**src/rtl/pipe_pkg.sv**
```systemverilog
// Shared types and constants for the elastic pipeline stage registers.
package pipe_pkg;

  // Stage fill state. The encoding 2'b11 is never entered; if it ever shows
  // up (e.g. after an upset) the control logic steers it back to EMPTY.
  typedef enum logic [1:0] {
    EMPTY = 2'b00,
    ONE   = 2'b01,
    FULL  = 2'b10
  } stage_state_t;

  // MIPS NOP (sll $0,$0,0); default contents for instruction-carrying stages.
  localparam logic [31:0] NOP_BUNDLE = 32'h0000_0000;

  // Number of entries held for a given fill state.
  function automatic logic [1:0] state_occupancy(input stage_state_t s);
    logic [1:0] occ;
    unique case (s)
      EMPTY:   occ = 2'd0;
      ONE:     occ = 2'd1;
      FULL:    occ = 2'd2;
      default: occ = 2'd0;
    endcase
    return occ;
  endfunction

endpackage

```
**src/rtl/dffe_sclr.sv**
```systemverilog
// Enable register with synchronous clear to a parameterised value.
module dffe_sclr #(
  parameter int unsigned          WIDTH     = 32,
  parameter logic [WIDTH-1:0]     RESET_VAL = {WIDTH{1'b0}}
) (
  input  logic             clk,
  input  logic             clr,
  input  logic             en,
  input  logic [WIDTH-1:0] d,
  output logic [WIDTH-1:0] q
);

  // Clear wins over load; otherwise hold unless enabled.
  always_ff @(posedge clk) begin
    // NOTE: sequential state is always assigned with <= so every flop samples
    // pre-edge values, independent of the order blocks are evaluated in.
    if (clr) begin
      q <= RESET_VAL;
    end else if (en) begin
      q <= d;
    end
  end

endmodule

```
**src/rtl/pipe_skid_stage.sv**
```systemverilog
// Elastic pipeline register: valid/ready on both sides, 2-entry skid buffer,
// synchronous flush. Both handshake outputs come straight from registered
// state, so there is no combinational path from out_ready to in_ready.
module pipe_skid_stage
  import pipe_pkg::*;
#(
  parameter int unsigned      WIDTH     = 32,
  parameter logic [WIDTH-1:0] RESET_VAL = {WIDTH{1'b0}}
) (
  input  logic             clk,
  input  logic             reset,
  input  logic             flush,
  input  logic             in_valid,
  output logic             in_ready,
  input  logic [WIDTH-1:0] in_data,
  output logic             out_valid,
  input  logic             out_ready,
  output logic [WIDTH-1:0] out_data,
  output logic [1:0]       occupancy
);

  stage_state_t     state_q, state_d;
  logic             in_fire, out_fire;
  logic             clr;
  logic             main_en, main_from_skid, skid_en;
  logic [WIDTH-1:0] main_d, skid_q;

  assign in_fire  = in_valid & in_ready;
  assign out_fire = out_valid & out_ready;

  // Reset and flush have identical effect on state and data; reset simply
  // dominates in the sense that both collapse to the same clear.
  assign clr = reset | flush;

  assign out_valid = (state_q != EMPTY);
  assign in_ready  = (state_q != FULL);
  assign occupancy = state_occupancy(state_q);

  // Next-state and register-enable decode for the fill state machine.
  always_comb begin
    // NOTE: every signal written here gets a default first, so no path through
    // the case leaves one unassigned and no latch is inferred.
    state_d        = state_q;
    main_en        = 1'b0;
    main_from_skid = 1'b0;
    skid_en        = 1'b0;
    unique case (state_q)
      EMPTY: begin
        if (in_fire) begin
          state_d = ONE;
          main_en = 1'b1;
        end
      end
      ONE: begin
        unique case ({in_fire, out_fire})
          2'b11: begin
            main_en = 1'b1;           // pass-through: replace the popped entry
          end
          2'b10: begin
            state_d = FULL;
            skid_en = 1'b1;           // main is stalled, park new entry in skid
          end
          2'b01: begin
            state_d = EMPTY;
          end
          default: ;
        endcase
      end
      FULL: begin
        // in_ready is low here, so only the pop side can move.
        if (out_fire) begin
          state_d        = ONE;
          main_en        = 1'b1;
          main_from_skid = 1'b1;
        end
      end
      default: begin
        state_d = EMPTY;              // illegal encoding recovers to empty
      end
    endcase
  end

  // Fill-state register; reset/flush discard everything, including any
  // handshake that coincides with them.
  always_ff @(posedge clk) begin
    if (clr) begin
      state_q <= EMPTY;
    end else begin
      state_q <= state_d;
    end
  end

  assign main_d = main_from_skid ? skid_q : in_data;

  // Main register drives out_data directly.
  dffe_sclr #(
    .WIDTH     (WIDTH),
    .RESET_VAL (RESET_VAL)
  ) u_main (
    .clk (clk),
    .clr (clr),
    .en  (main_en),
    .d   (main_d),
    .q   (out_data)
  );

  // Skid register holds the entry accepted while main was stalled.
  dffe_sclr #(
    .WIDTH     (WIDTH),
    .RESET_VAL (RESET_VAL)
  ) u_skid (
    .clk (clk),
    .clr (clr),
    .en  (skid_en),
    .d   (in_data),
    .q   (skid_q)
  );

endmodule

```
**config.mk**
```make
export PLATFORM = sky130hd
export DESIGN_NAME = pipe_skid_stage
export DESIGN_NICKNAME = d
export VERILOG_FILES = /design/src/rtl/pipe_pkg.sv /design/src/rtl/dffe_sclr.sv /design/src/rtl/pipe_skid_stage.sv
export SDC_FILE = /design/constraint.sdc
export NUM_CORES = 1
export LEC_CHECK = 0
export ABC_AREA = 1
export CAP_MARGIN = 15
export CORE_MARGIN = 2
export CORE_UTILIZATION = 52
export DETAILED_ROUTE_END_ITERATION = 10
export DONT_BUFFER_PORTS = 1
export PLACE_DENSITY = 0.67
export SYNTH_ARGS = -nofsm -noshare
export SYNTH_HDL_FRONTEND = slang
export SYNTH_SLANG_ARGS = --single-unit
```
**constraint.sdc**
```tcl
create_clock -name clk -period 1.3 [get_ports clk]
set_clock_uncertainty 0.05 [all_clocks]
set_input_delay 0.13 -clock clk [delete_from_list [all_inputs] [get_ports clk]]
set_output_delay 0.13 -clock clk [all_outputs]
set_load 0.01 [all_outputs]
```
==> results of run 1 <==
## stage by stage
stage	utilization	total power [mW]	std cells
floorplan	-	2.39	416
global placement	0.564	2.47	478
detailed placement	0.564	2.48	478
CTS	0.690	4.29	539
global route	0.760	4.53	550
finish	0.760	4.37	550
## worst max path at each step
stage                          start      endpoint  cells past startpoint  slack (ns)
final                     state_q[0]  u_skid.q[30]                      7       -0.04
after detailed placement  state_q[1]  u_main.q[23]                      6       -0.05
after CTS                 state_q[0]   u_skid.q[0]                      7      -0.006
after global placement    state_q[1]  u_main.q[23]                      6       -0.03
after global routing      state_q[0]  u_skid.q[30]                      7       -0.09
after floorplan           state_q[1]   u_main.q[0]                      8         0.1
## cell type report
| type | instances | area, µm² | area share |
|---|---|---|---|
| inverter | 13 | 51.3 | 0.0123 |
| multi-input combinational | 300 | 1550 | 0.370 |
| sequential | 66 | 1330 | 0.317 |
| clock inverter | 3 | 40.0 | 0.00957 |
| clock buffer | 11 | 151 | 0.0362 |
| tap | 72 | 90.1 | 0.0215 |
| timing repair buffer | 85 | 975 | 0.233 |
## placed cells by master (no fill, tap or decap), drive strengths merged
| cell type | count |
|---|---|
| nand3 | 66 |
| dfxtp | 66 |
| inv | 13 |
| nand4 | 29 |
| dlygate4sd3 | 37 |
| clkbuf | 16 |
| buf | 42 |
| a21oi | 66 |
| o21ai | 4 |
| nor2 | 5 |
| bufbuf | 1 |
| bufinv | 1 |
| clkinv | 2 |
| xnor2 | 1 |
| nand2 | 129 |
## sequential cells by signal, indices dropped and copies added (netlist names)
signal and flops:
u_main.q 32, u_skid.q 32, state_q 2
## report_power, final
part	internal (mW)	leakage (nW)	switching, mW
logic	0.260	1.03	0.293
clock network	0.963	0.101	0.748
registers	2.06	0.536	0.0421
## synthesized netlist by cell type
cell type,count,area (µm²)
o21ai_0,4,20.0
dfxtp_1,66,1320
nor2_8,1,20.0
clkbuf_1,17,63.8
inv_2,3,11.3
nand4_1,29,181
buf_2,13,65.1
a21oi_1,66,330
buf_6,3,33.8
buf_4,3,22.5
inv_1,10,37.5
buf_1,2,7.51
nand2_2,3,18.8
nor2_1,3,11.3
nor2_2,1,6.26
nand2_1,126,473
nand3_2,1,10.0
nand3_1,64,320
xnor2_1,1,8.76
## layer usage
| metal | vias up | part of all wire | global-route usage |
|---|---|---|---|
| met2 | 163 | 0.50 | 0.437 |
| met5 | - | 0 | 0 |
| li1 | 1528 | - | - |
| met3 | 17 | 0.093 | 0.0792 |
| met4 | 0 | 0.018 | 0.0776 |
| met1 | 1532 | 0.39 | 0.341 |
## worst max-delay path, cell delays in order, from the launching register on
cell	delay (ns)
dfxtp_2	0.37
inv_4	0.06
buf_4	0.13
nor2_4	0.15
nand2_2	0.11
buf_12	0.17
nand2_1	0.08
a21oi_1	0.08
## cells by family (layout without fill, tap and decap cells)
group / count (synthesis) / in the layout / synth area share
flops: 66 / 66 / 0.446
buf+inv: 51 / 112 / 0.0815
simple gates: 228 / 229 / 0.351
xor+xnor: 1 / 1 / 0.00296
compound gates: 70 / 70 / 0.118
## what timing repair did
action | in CTS | in global routing
endpoints found under the setup margin | 35 | 70
pin swaps | 0 | 9
endpoints found under the hold margin | 66 | 0
resized for setup | 11 | 64
buffers inserted | 9 | 4
hold buffers | 37 | 0
cloned | 1 | 7
==> reports/results.txt, run 1 <==
Port Buffers - 0
FF-to-FF path depth - 7
RSZ-0062 raised after global routing - yes
DP HPWL - 4.75 mm
Fmax - 747 MHz
r2r startpoint - state_q[0]
Post-Syn Area - 2960 µm²
worst hold path startpoint - out_ready
Area growth syn-to-layout - 41.2%
Final Instance Area - 4180 µm²
Vias/cell - 5.89
Hold Crit Depth - 4
Worst-Margin Slew - 0.572 ns
number of remaining DRC errors - 0
pwr/cell area - 1040 nW/µm²
hold slack final - 0.0110 ns
num ports - 73
htree depth - 3
register area share after synthesis - 0.446
dpl ws - -0.0451 ns
largest net degree at the start of global routing - 39
crit share post-route - 1.03
post-synthesis cell count - 416
Post-DP Area - 3110 µm²
status - finished, violations left
R2R Setup Slk - -0.04 ns
crit path capture type - register
Die Span X - 79.5 µm
row count - 27
Worst Path Required - 1.45 ns
endpoints failing hold - 0
Worst-Skew Late Latency - 0.33 ns
final layout net count - 512
vias in the first global route - 2,797
die area - 6320 µm²
clk sinks - 66
FF-to-FF End - u_skid.q[30]
Synth cell types - 19
final worst path period need - 1.34 ns
Mapped Nets - 453
TNS Setup - -0.368 ns
Worst-path clk slew - 0.07 ns
syn avg cell area - 7.12 µm²
Pins Over Slew Limit - 0
Final setup viols - 26
CP Class - register to register
Core ar. - 5510 µm²
flops & latches, synth - 66
Max transition margin - 0.618
Final Wtd Congestion - 0.809
Hold Crit Class - input port to register
Final WS setup - -0.0379 ns
Starting Density - 0.538
# Max-Cap Violations - 0
final wirelength - 9.42 mm
CTS Root Cell - clkbuf_8
Fill cells - 396
n_diodes - 0
via count - 3,240
Ys Warns - 0
WL/cell - 17.1 µm
first-pass GRT wire length - 13.3 mm
Startpoint Class - register
gr ovfl total - 0
number of antenna violations at the first check in global routing - 0
1st-pass router iterations - 5
remaining antenna violation count - 0
CTS tree - yes
die height - 79.5 µm
WP data arrival - 1.49 ns
DRT iter0 DRCs - 216
crit-path max FO - 24
CTS buffer count - 9
share of cells above drive strength 1 - 0.232
hold endpoint - u_main.q[2]
Bufs on Longest Clock Path - 2
Leak Pwr - 1.67 nW
gr usage total - 0.267
Peak VDD IR - 0.658 mV
failing checks - setup timing
Power figures use the tool's default switching activity.
==> run 2, diff against run 1 <==
--- a/config.mk
+++ b/config.mk
@@ -7,6 +7,7 @@
 export LEC_CHECK = 0
 export ABC_AREA = 1
 export CAP_MARGIN = 15
+export CORE_ASPECT_RATIO = 2
 export CORE_MARGIN = 2
 export CORE_UTILIZATION = 52
 export DETAILED_ROUTE_END_ITERATION = 10
==> reports/results.txt, run 2 (synthesized netlist as in run 1, its figures left out) <==
crit share post-route - 1.04 (was 1.03)
Worst-Skew Late Latency - 0.36 ns (was 0.33 ns)
Slowest Stage Delay on Critical Path - 0.36 ns (was 0.37 ns)
Final Instance Area - 4180 µm² (about the same)
FF-to-FF End - u_main.q[1] (was u_skid.q[30])
status - finished, violations left (unchanged)
Worst-Margin Slew - 0.383 ns (was 0.572 ns)
number of antenna violations at the first check in global routing - 0 (unchanged)
r2r startpoint - state_q[1] (was state_q[0])
Sequential Power Share - 0.491 (was 0.481)
leading cell type in the layout, fill and taps excluded - nand2_1 (unchanged)
PnR Total Power - 4.29 mW (was 4.37 mW)
delay-heaviest family, CP - simple AND/OR/NAND/NOR gates (was flip-flops)
die height - 111 µm (was 79.5 µm)
Core Util, Final - 0.765 (was 0.760)
Switching Share - 0.263 (was 0.248)
CTS Root Cell - clkbuf_8 (unchanged)
Core ar. - 5470 µm² (was 5510 µm²)
Most common cell on crit path - buf_6
# Max-Cap Violations - 0 (unchanged)
Slowest cell on crit path - dfxtp_4 (was dfxtp_2)
CTS buffer count - 9 (unchanged)
FF-to-FF path depth - 7 (unchanged)
Hold Crit Class - input port to register (unchanged)
Buf/Inv on CP - 2 (was 3)
die area - 6350 µm² (was 6320 µm²)
DP HPWL - 5.05 mm (was 4.75 mm)
R2R Setup Slk - -0.05 ns (was -0.04 ns)
crit path cell chain - buf_6, nor2_8, nand2_4, nand2_8, buf_6, nand2_1, a21oi_1 (was inv_4, buf_4, nor2_4, nand2_2, buf_12, nand2_1, a21oi_1)
P_int - 3.16 mW (was 3.28 mW)
register area - 1330 µm² (unchanged)
Final WS setup - -0.0549 ns (was -0.0379 ns)
final wirelength - 9.53 mm (was 9.42 mm)
Fmax - 738 MHz (was 747 MHz)
biggest regs - u_main.q: 32 flops, u_skid.q: 32 flops, state_q: 2 flops (unchanged)
gr usage total - 0.257 (was 0.267)
Bufs on Longest Clock Path - 2 (unchanged)
Max transition margin - 0.745 (was 0.618)
TNS Setup - -0.573 ns (was -0.368 ns)
RSZ-0062 raised after global routing - yes (unchanged)
htree depth - 3 (unchanged)
remaining antenna violation count - 0 (unchanged)
Peak VDD IR - 1.11 mV (was 0.658 mV)
WL/cell - 17.8 µm (was 17.1 µm)
Clock power frac - 0.379 (was 0.392)
num ports - 73 (unchanged)
commonest non-fill, non-tap cells in the layout - 87 x nand2_1, 64 x nand3_1, 64 x dfxtp_1 (was 102 x nand2_1, 64 x nand3_1, 64 x dfxtp_1)
Startpoint Class - register (unchanged)
worst setup path start - state_q[1] (was state_q[0])
Starting Density - 0.542 (was 0.538)
n_diodes - 0 (unchanged)
Fill cells - 386 (was 396)
Levels on crit path - 7 (unchanged)
Final setup viols - 27 (was 26)
DRT iter0 DRCs - 210 (was 216)
Worst Path Required - 1.52 ns (was 1.45 ns)
final worst path period need - 1.35 ns (was 1.34 ns)
CP Class - register to register (unchanged)
row count - 38 (was 27)
via count - 3,242 (was 3,240)
Post-DP Area - 3090 µm² (was 3110 µm²)
crit path capture type - register (unchanged)
Final Wtd Congestion - 0.810 (was 0.809)
switching power - 1.13 mW (was 1.08 mW)
Vias/cell - 6.05 (was 5.89)
combinational share of power - 0.130 (was 0.127)
failing checks - hold timing, setup timing (was setup timing)
Worst Setup EP - u_main.q[1] (was u_skid.q[30])
pwr/cell area - 1030 nW/µm² (was 1040 nW/µm²)
Port Buffers - 0 (unchanged)
Leak Pwr - 1.64 nW (was 1.67 nW)
first-pass GRT wire length - 12.9 mm (was 13.3 mm)
Area growth syn-to-layout - 41.1% (was 41.2%)
multi-input logic area - 1650 µm² (was 1550 µm²)
final layout net count - 508 (was 512)
CTS tree - yes (unchanged)
Worst-path clk slew - 0.07 ns (about the same)
hold slack final - -0.0464 ns (was 0.0110 ns)
clk sinks - 66 (unchanged)
largest net degree at the start of global routing - 45 (was 39)
number of remaining DRC errors - 0 (unchanged)
share of cells above drive strength 1 - 0.269 (was 0.232)
Die Span X - 57.4 µm (was 79.5 µm)
endpoints failing hold - 8 (was 0)
crit-path max FO - 7 (was 24)
1st-pass router iterations - 5 (unchanged)
WP data arrival - 1.58 ns (was 1.49 ns)
vias in the first global route - 2,816 (was 2,797)
Pins Over Slew Limit - 0 (unchanged)
gr ovfl total - 0 (unchanged)
run 2: cell count changes in the layout (fill, tap and decap cells not counted), sizes merged:
cell         before  now
buf              42   40
bufinv            1    0
clkbuf           16   19
dlygate4sd3      37   36
bufbuf            1    0
run 2: worst min-delay path by stage:
stage                 from      endpoint  slack (ns)  cells past startpoint
6_report        in_data[4]   u_main.q[4]       -0.05                      4
3_5_place_dp   in_data[26]  u_skid.q[26]        0.25                      2
5_1_grt          out_ready   u_main.q[6]        0.01                      4
3_3_place_gp   in_data[24]  u_skid.q[24]        0.25                      2
2_1_floorplan   in_data[0]   u_skid.q[0]        0.25                      2
4_1_cts         in_data[4]   u_skid.q[4]       -0.06                      2
run 2: power groups by stage:
stage	Clock [mW]	Combinational, mW	Sequential [mW]
after floorplan	0	0.251	2.14
after global placement	0	0.314	2.15
after detailed placement	0	0.319	2.15
after CTS	1.63	0.434	2.10
after global routing	1.72	0.601	2.11
final	1.63	0.558	2.10
run 2: final cells by class:
type                            instances  share of cell area
Timing Repair Buffer                   81               0.214
Sequential cell                        66               0.317
Clock inverter                          2             0.00239
Tap cell                               60              0.0180
Clock buffer                           14              0.0413
Inverter                               13              0.0129
Multi-Input combinational cell        300               0.395
run 2: metrics by stage:
stage	instances	setup WS, ns
3_5_place_dp	465	-0.0246
3_3_place_gp	465	0.0171
6_report	536	-0.0549
2_1_floorplan	416	0.0985
4_1_cts	522	-0.0266
5_1_grt	536	-0.114
run 2: timing repair:
action                                  CTS  global route
resized for setup                        10            88
hold buffers                             35             1
endpoints found under the setup margin   36            58
setup buffers                             6             4
cloned                                    0             9
pin swaps                                 0            22
endpoints found under the hold margin    66             1
run 2: routing by layer:
layer / wire length [µm] / track usage / vias up
met1: 3370 / 0.283 / 1547
met2: 5300 / 0.445 / 141
met4: 339 / 0.116 / 0
met5: 0 / 0 / -
met3: 519 / 0.0653 / 35
li1: - / - / 1519
run 2: worst min-delay path, delay by kind of cell:
kind          cells  cell delay [ns]
simple gates      3             0.17
buf+inv           1             0.04
